**src/rtl/ifid_fetch_stage.sv**
```systemverilog
// Fetch stage with PC register, IF/ID pipeline register and the registered flag/rd pair fed back to the hazard unit.
// Optional macro FETCH_PERF_EN adds stall_cnt/flush_cnt performance counters.
module ifid_fetch_stage #(
    parameter logic [31:0] RESET_PC = 32'h0000_0000,
    parameter logic [31:0] NOP_WORD = 32'h0000_0000
) (
    input  logic        clk,
    input  logic        rst_n,
    output logic [31:0] imem_addr,
    input  logic [31:0] imem_rdata,
    input  logic        pc_en,
    input  logic        flush_n,
    input  logic        bubble_n,
    input  logic [1:0]  tag,
    output logic [31:0] ifid_ins,
    output logic [31:0] ifid_pc4,
    output logic [1:0]  flag,
    output logic [4:0]  rd
`ifdef FETCH_PERF_EN
    ,
    output logic [31:0] stall_cnt,
    output logic [31:0] flush_cnt
`endif
);

    logic [31:0] r_pc;
    logic [31:0] r_ifid_ins;
    logic [31:0] r_ifid_pc4;
    logic [1:0]  r_flag;
    logic [4:0]  r_rd;

    logic [31:0] w_pc4;
    logic [31:0] w_bt;
    logic [31:0] w_jt;
    logic [31:0] w_pc_next;

    assign w_pc4 = r_pc + 32'd4;
    assign w_bt  = r_ifid_pc4 + {{14{r_ifid_ins[15]}}, r_ifid_ins[15:0], 2'b00};
    assign w_jt  = {r_ifid_pc4[31:28], r_ifid_ins[25:0], 2'b00};

    // tag is only decoded when advancing, so a garbage tag during a stall cannot move the PC
    always_comb begin
        w_pc_next = r_pc;
        if (pc_en) begin
            case (tag)
                2'd2:    w_pc_next = w_bt;
                2'd3:    w_pc_next = w_jt;
                default: w_pc_next = w_pc4;
            endcase
        end
    end

    always_ff @(posedge clk) begin
        if (!rst_n) begin
            r_pc       <= RESET_PC;
            r_ifid_ins <= NOP_WORD;
            r_ifid_pc4 <= 32'd0;
        end else begin
            r_pc <= w_pc_next;
            if (pc_en) begin
                if (!flush_n) begin
                    r_ifid_ins <= NOP_WORD;
                    r_ifid_pc4 <= 32'd0;
                end else begin
                    r_ifid_ins <= imem_rdata;
                    r_ifid_pc4 <= w_pc4;
                end
            end
        end
    end

    // flag/rd track the instruction entering EX, so they advance even while fetch is stalled
    always_ff @(posedge clk) begin
        if (!rst_n || !bubble_n) begin
            r_flag <= 2'd0;
            r_rd   <= 5'd0;
        end else begin
            r_flag <= tag;
            r_rd   <= r_ifid_ins[20:16];
        end
    end

`ifdef FETCH_PERF_EN
    logic [31:0] r_stall_cnt;
    logic [31:0] r_flush_cnt;

    always_ff @(posedge clk) begin
        if (!rst_n) begin
            r_stall_cnt <= 32'd0;
            r_flush_cnt <= 32'd0;
        end else begin
            if (!pc_en)
                r_stall_cnt <= r_stall_cnt + 32'd1;
            if (pc_en && !flush_n)
                r_flush_cnt <= r_flush_cnt + 32'd1;
        end
    end

    assign stall_cnt = r_stall_cnt;
    assign flush_cnt = r_flush_cnt;
`endif

    assign imem_addr = r_pc;
    assign ifid_ins  = r_ifid_ins;
    assign ifid_pc4  = r_ifid_pc4;
    assign flag      = r_flag;
    assign rd        = r_rd;

endmodule

```
**config.mk**
```make
export PLATFORM = sky130hd
export DESIGN_NAME = ifid_fetch_stage
export DESIGN_NICKNAME = d
export VERILOG_FILES = /design/src/rtl/ifid_fetch_stage.sv
export SDC_FILE = /design/constraint.sdc
export NUM_CORES = 1
export LEC_CHECK = 0
export ABC_AREA = 1
export BUFFER_PORTS_ARGS = -buffer_cell sky130_fd_sc_hd__buf_2
export CORE_MARGIN = 4
export CORE_UTILIZATION = 51
export CTS_CLUSTER_SIZE = 16
export DETAILED_ROUTE_END_ITERATION = 10
export PLACE_DENSITY_LB_ADDON = 0.08
export SETUP_SLACK_MARGIN = 0.2
export SLEW_MARGIN = 20
export SYNTH_ARGS = -nofsm -noshare
export SYNTH_HDL_FRONTEND = slang
export SYNTH_SLANG_ARGS = --single-unit
```
**constraint.sdc**
```tcl
create_clock -name clk -period 2.4 [get_ports clk]
set_clock_uncertainty 0.05 [all_clocks]
set_input_delay 0.48 -clock clk [delete_from_list [all_inputs] [get_ports clk]]
set_output_delay 0.48 -clock clk [all_outputs]
set_load 0.01 [all_outputs]
```
==> reports/metrics.cfg, run 1 <==
[status]
status=completed

[power_and_ir_drop]
fin_total_pwr_mw=3.96
power-per-cell-area_nw_per_um2=461
peakVddDrop_uv=446
sequentialPowerShare=0.470
p_sw_mw=1.23
power.leakage_nw=4.32
power.share.switching=0.311
p_comb_frac=0.150
p_clk_frac=0.380
intPower_mw=2.73

[critical_path]
cp-end-kind=flop
cp_max_fo=16
slowest_stage=ha_2
cp_common_cell=nand4_1
ff2ff_setup_slack_ns=0.19
critPathLaunchType=flop
path_class=reg2reg
r2r.worst_path.cells=10
reg2reg_from=ifid_ins[15]$_SDFFE_PN0P_
crit_chain=buf_12 -> ha_2 -> nand2_2 -> nor2_2 -> inv_1 -> nor2_4 -> nand4_1 -> nand4_1 -> nand3_1 -> a21oi_1
crit_arrival_ns=2.46
cpPeakStageDelay_ns=0.39
reg2reg_to=imem_addr[21]$_SDFFE_PN0P_
cp_data_required_time_ns=2.65

[min_path]
holdPathStages=3
hold_path_end=ifid_ins[1]$_SDFFE_PN0P_
hp-class=in2reg
min-delay-start=imem_rdata[1]

[cts]
cts_root_buf=clkbuf_16
cts_tree=built
cts_sinks=103
postCtsHoldBufs=0
cts.clk_slew.worst_paths_ns=0.08
cts_made_buffers=9
clock_latency_ns=0.36
htree_levels=3
clk_path_buf_depth=2
post_cts_buffers=0

[job]
cap_violations=0

[placement]
gp_congestion=0.968
port_buffers=141
hpwl_microns=19100
dp.cells=1511

[die]
core_area_sq_um=13500
die_width_microns=126
start_util=0.528
dieArea_sq_um=15900
rows=42
die_h_microns=126
io_pins=142

[logic_synthesis]
yosys_warnings=0
syn_avg_cell_area_sq_um=5.92
syn_inst=1201
syn_area_sq_um=7110
synthesis.nets=1271
ys_seq_area_frac=0.290
ys_types=37
synth_seq_cells=103

[timing]
slew_headroom=0.701
clock.fmax_mhz=452
grt_setup_unrepaired=true
setup_tns_ns=0
whs_ns=0.300
worst_pin_slew_ns=0.448
min_period_ns=2.21
finalCritPeriodShare=0.923
finalHoldViolations=0
setup_violations=0
drv_slew=0

[cells_and_area]
fin_util=0.637
finalNetCount=1416
finalNonFillerCells=1527
multiInputGateArea_sq_um=4390
nFillCells=1368
drive_gt1_frac=0.192
final_common_cell=nand2_1
most-common-layout-cells=nand2_1, inv_1, buf_2
antennaDiodeCount=0
layout.area.seq_sq_um=2070
area_growth_syn_to_layout_pct=20.6

[global_routing]
grt.overflow.total=0
track_usage=0.305
antenna_found_initial=0
grt_pass1_vias=7631
grt_first_pass_wirelength_microns=39200
grt_max_degree=43

[routing]
wl_per_cell_microns=16.4
drtIter0Drc=873
vias_per_cell=5.44
drtPass1Iterations=5
num_vias=8302
detail-route-antenna-nets=0
drc=0
wl_microns=25000

[final cells by class]
cell class                 instances  share of cell area
clock buffer                      10              0.0267
inverter                         170              0.0744
timing repair buffer             171               0.113
multi-input combinational        891               0.512
sequential                       103               0.241
tap                              176              0.0257
clock inverter                     6             0.00701
[worst max-delay path by stage]
| stage | from | to | slack, ns | cells past startpoint |
|---|---|---|---|---|
| after floorplan | ifid_ins[15]$_SDFFE_PN0P_ | imem_addr[29]$_SDFFE_PN0P_ | 0.42 | 10 |
| after global placement | ifid_ins[15]$_SDFFE_PN0P_ | imem_addr[21]$_SDFFE_PN0P_ | 0.11 | 11 |
| after detailed placement | ifid_ins[0]$_SDFFE_PN0P_ | imem_addr[26]$_SDFFE_PN0P_ | 0.08 | 12 |
| after CTS | ifid_ins[0]$_SDFFE_PN0P_ | imem_addr[26]$_SDFFE_PN0P_ | 0.22 | 12 |
| after global routing | ifid_ins[15]$_SDFFE_PN0P_ | imem_addr[29]$_SDFFE_PN0P_ | 0.09 | 11 |
| final | ifid_ins[15]$_SDFFE_PN0P_ | imem_addr[21]$_SDFFE_PN0P_ | 0.19 | 10 |
[stage by stage]
step | area [sq um] | setup WS [ns]
3_5_place_dp | 8160 | 0.0779
4_1_cts | 8470 | 0.219
3_3_place_gp | 8160 | 0.113
5_1_grt | 8570 | 0.0917
2_1_floorplan | 7110 | 0.423
6_report | 8570 | 0.186
[metal layers]
metal | GRT usage | share of wire | up-vias
met4 | 0.0782 | 0.020 | 0
li1 | - | - | 4106
met2 | 0.473 | 0.44 | 368
met1 | 0.431 | 0.45 | 3784
met3 | 0.0673 | 0.091 | 44
met5 | 0 | 0 | -
[power groups by stage]
stage | clock network, mW | registers (mW) | logic (mW)
floorplan | 0 | 1.91 | 0.310
global placement | 0 | 1.89 | 0.574
detailed placement | 0 | 1.89 | 0.577
CTS | 1.52 | 1.85 | 0.580
global route | 1.58 | 1.87 | 0.654
finish | 1.50 | 1.86 | 0.594
[cell usage after synthesis]
cell / n / area [sq um]
nand2_1: 440 / 1650
inv_1: 154 / 578
a21oi_1: 112 / 561
nand3_1: 107 / 536
dfxtp_1: 103 / 2060
nor2_1: 77 / 289
o21ai_0: 37 / 185
clkbuf_1: 30 / 113
ha_1: 30 / 375
inv_2: 15 / 56.3
nand4_1: 13 / 81.3
nor3_1: 9 / 45.0
xor2_1: 8 / 70.1
or2_2: 7 / 43.8
a31oi_1: 6 / 37.5
buf_1: 6 / 22.5
o21bai_1: 6 / 45.0
a41oi_1: 4 / 35.0
nand3b_1: 4 / 30.0
nor3_2: 4 / 40.0
and2_1: 3 / 18.8
nor2_2: 3 / 18.8
a21oi_2: 2 / 17.5
nand2_2: 2 / 12.5
nand3_2: 2 / 20.0
nor2_4: 2 / 22.5
nor3_4: 2 / 32.5
o211ai_1: 2 / 15.0
o21ai_1: 2 / 10.0
xnor2_1: 2 / 17.5
a21o_1: 1 / 7.51
buf_2: 1 / 5.00
clkinv_1: 1 / 3.75
fa_1: 1 / 20.0
nand2_4: 1 / 11.3
nand4_2: 1 / 12.5
o21a_1: 1 / 7.51
[worst max-delay path: cells and delay by family (launching register included)]
kind	cells	cell delay (ns)
buf+inv	2	0.27
simple gates	6	0.91
flops	1	0.36
compound gates	1	0.16
fa+ha+maj	1	0.39
[registers in the layout (all words and copies together), names as in the netlist]
name / cells
flag: 2
ifid_pc4: 32
imem_addr: 32
rd: 5
ifid_ins: 32
[repair_timing]
item / 4_1_cts / 5_1_grt
pin swaps: 1 / 1
resized for setup: 5 / 29
setup endpoints to repair: 9 / 14
[kinds of logic after synthesis]
kind of cell             share of synthesized area
buffers and inverters                        0.109
AO/OA/AOI/OAI                                0.130
adder cells (fa/ha/maj)                     0.0556
flip-flops                                   0.290
AND/OR/NAND/NOR                              0.403
XOR/XNOR                                    0.0123
No activity file was read; power rests on OpenSTA's default activity.
==> inputs of run 2 (changes only) <==
GPL_TIMING_DRIVEN = 0   (was unset)
==> run 2 against run 1 <==
Effect of this change:
- critical endpoint is now imem_addr[29]$_SDFFE_PN0P_
- clock-buffer cell count rose by 1
- die area stayed put
- core utilization up 1.1 points
- fmax increased by 4.2%
- sequential cell count stayed put
- cell area increased by 1.7%
- the run now ends with DRC left
- non-clock buffer count increased by 13
- hold slack better by 0.0096 ns
- combinational power up 2%
- sequential share of layout area shrank 0.20 points
- sequential power hardly changed
==> reports/metrics.cfg, run 2 (synthesis results as in run 1) <==
[status]
status=finished with violations
violations=DRC

[critical_path]
reg2reg_from=ifid_ins[15]$_SDFFE_PN0P_
cp_data_required_time_ns=2.65
cp-end-kind=flop
cp_max_fo=8
reg2reg_to=imem_addr[29]$_SDFFE_PN0P_
path_class=reg2reg
crit_end=imem_addr[29]$_SDFFE_PN0P_
slowest_stage=dfxtp_4
r2r.worst_path.cells=9
ff2ff_setup_slack_ns=0.27
critPathLaunchType=flop
cpPeakStageDelay_ns=0.40
startpoint=ifid_ins[15]$_SDFFE_PN0P_
crit_arrival_ns=2.37
crit_chain=buf_6 -> ha_2 -> nand2_1 -> nor3_2 -> and2_1 -> nand2_1 -> nand3_1 -> nand3_1 -> a21oi_1

[timing]
setup_violations=0
clock.fmax_mhz=471
min_period_ns=2.13
grt_setup_unrepaired=false
slew_headroom=0.476
finalHoldViolations=0
worst_pin_slew_ns=0.786
setup_tns_ns=0
whs_ns=0.309
drv_slew=0
finalCritPeriodShare=0.885

[die]
rows=42
core_area_sq_um=13500
die_h_microns=126
io_pins=142
dieArea_sq_um=15900
start_util=0.528
die_width_microns=126

[placement]
port_buffers=140
gp_congestion=1.02
hpwl_microns=20600

[cells_and_area]
antennaDiodeCount=0
final_common_cell=nand2_1
finalNetCount=1429
drive_gt1_frac=0.203
fin_util=0.648
most-common-layout-cells=nand2_1, inv_1, buf_2
area_growth_syn_to_layout_pct=22.6

[cts]
cts_sinks=103
cts_made_buffers=9
cts_tree=built
clock_latency_ns=0.36
htree_levels=3
cts_root_buf=clkbuf_16
clk_path_buf_depth=2
cts.clk_slew.worst_paths_ns=0.07

[min_path]
min-delay-start=imem_rdata[1]
holdPathStages=3
hp-class=in2reg

[routing]
wl_per_cell_microns=17.1
wl_microns=26400
detail-route-antenna-nets=0
num_vias=8303
vias_per_cell=5.40
drc=2
drtIter0Drc=829
drtPass1Iterations=8

[power_and_ir_drop]
peakVddDrop_uv=500
p_sw_mw=1.16
power-per-cell-area_nw_per_um2=454
intPower_mw=2.79
power.share.switching=0.294
p_comb_frac=0.153
power.leakage_nw=4.22
sequentialPowerShare=0.471
p_clk_frac=0.376

[global_routing]
track_usage=0.320
grt_first_pass_wirelength_microns=40400
grt_pass1_vias=7615
antenna_found_initial=0
grt.overflow.total=0
grt_max_degree=19

[job]
cap_violations=0

-- run 2: cell types whose count changed in the layout (fill, tap and decap cells not counted), sizes merged --
cell      delta
clkbuf      +31
buf         -17
inv          -4
clkinvlp     +2
bufinv       +1
clkinv       -1
-- run 2: worst max-delay path, delay by kind of cell (launching register included) --
kind / cells / cell delay (ns)
compound gates: 1 / 0.18
fa+ha+maj: 1 / 0.39
buf+inv: 1 / 0.17
flops: 1 / 0.40
simple gates: 6 / 0.87
-- run 2: cell type report --
type,count,area (sq um)
plain buffers,37,140
clock buffers,11,233
clock inverters,4,56.3
fillers,1363,4740
inverters,170,638
multi-input cells,891,4580
flip-flops and latches,103,2090
well taps,176,220
repair buffers,147,764
-- run 2: per-layer routing --
layer | GRT usage | vias to the layer above | part of all wire
met5 | 0 | - | 0
met4 | 0.105 | 0 | 0.023
met3 | 0.0694 | 39 | 0.095
met2 | 0.501 | 381 | 0.45
met1 | 0.439 | 3752 | 0.43
li1 | - | 4131 | -
-- run 2: per-stage QoR --
step	instance area, sq um	cells	power [mW]	setup WS [ns]
final	8720	1539	3.96	0.275
after global routing	8720	1539	4.11	0.183
after CTS	8380	1532	3.93	0.191
after detailed placement	8030	1517	2.46	-0.211
after global placement	8030	1517	2.46	-0.191
after floorplan	7110	1201	2.22	0.423
-- run 2: power by group through the flow --
stage	Clock, mW	Combinational [mW]	Sequential [mW]
after floorplan	0	0.310	1.91
after global routing	1.57	0.665	1.88
final	1.49	0.604	1.87
after global placement	0	0.558	1.90
after detailed placement	0	0.563	1.90
after CTS	1.50	0.567	1.86
-- run 2: timing repair --
item	4_1_cts	5_1_grt
pin swaps	3	8
gates resized for setup	15	76
setup endpoints to repair	19	28
hold buffers	0	0
setup buffers	0	7
hold endpoints to repair	0	0
gates cloned	0	0
-- run 2: worst min path at each step --
stage	end	slack [ns]
after CTS	ifid_ins[16]$_SDFFE_PN0P_	0.30
after floorplan	rd[2]$_SDFF_PP0_	0.43
after global routing	ifid_ins[1]$_SDFFE_PN0P_	0.31
after global placement	ifid_ins[28]$_SDFFE_PN0P_	0.40
final	ifid_ins[1]$_SDFFE_PN0P_	0.31
after detailed placement	ifid_ins[26]$_SDFFE_PN0P_	0.41
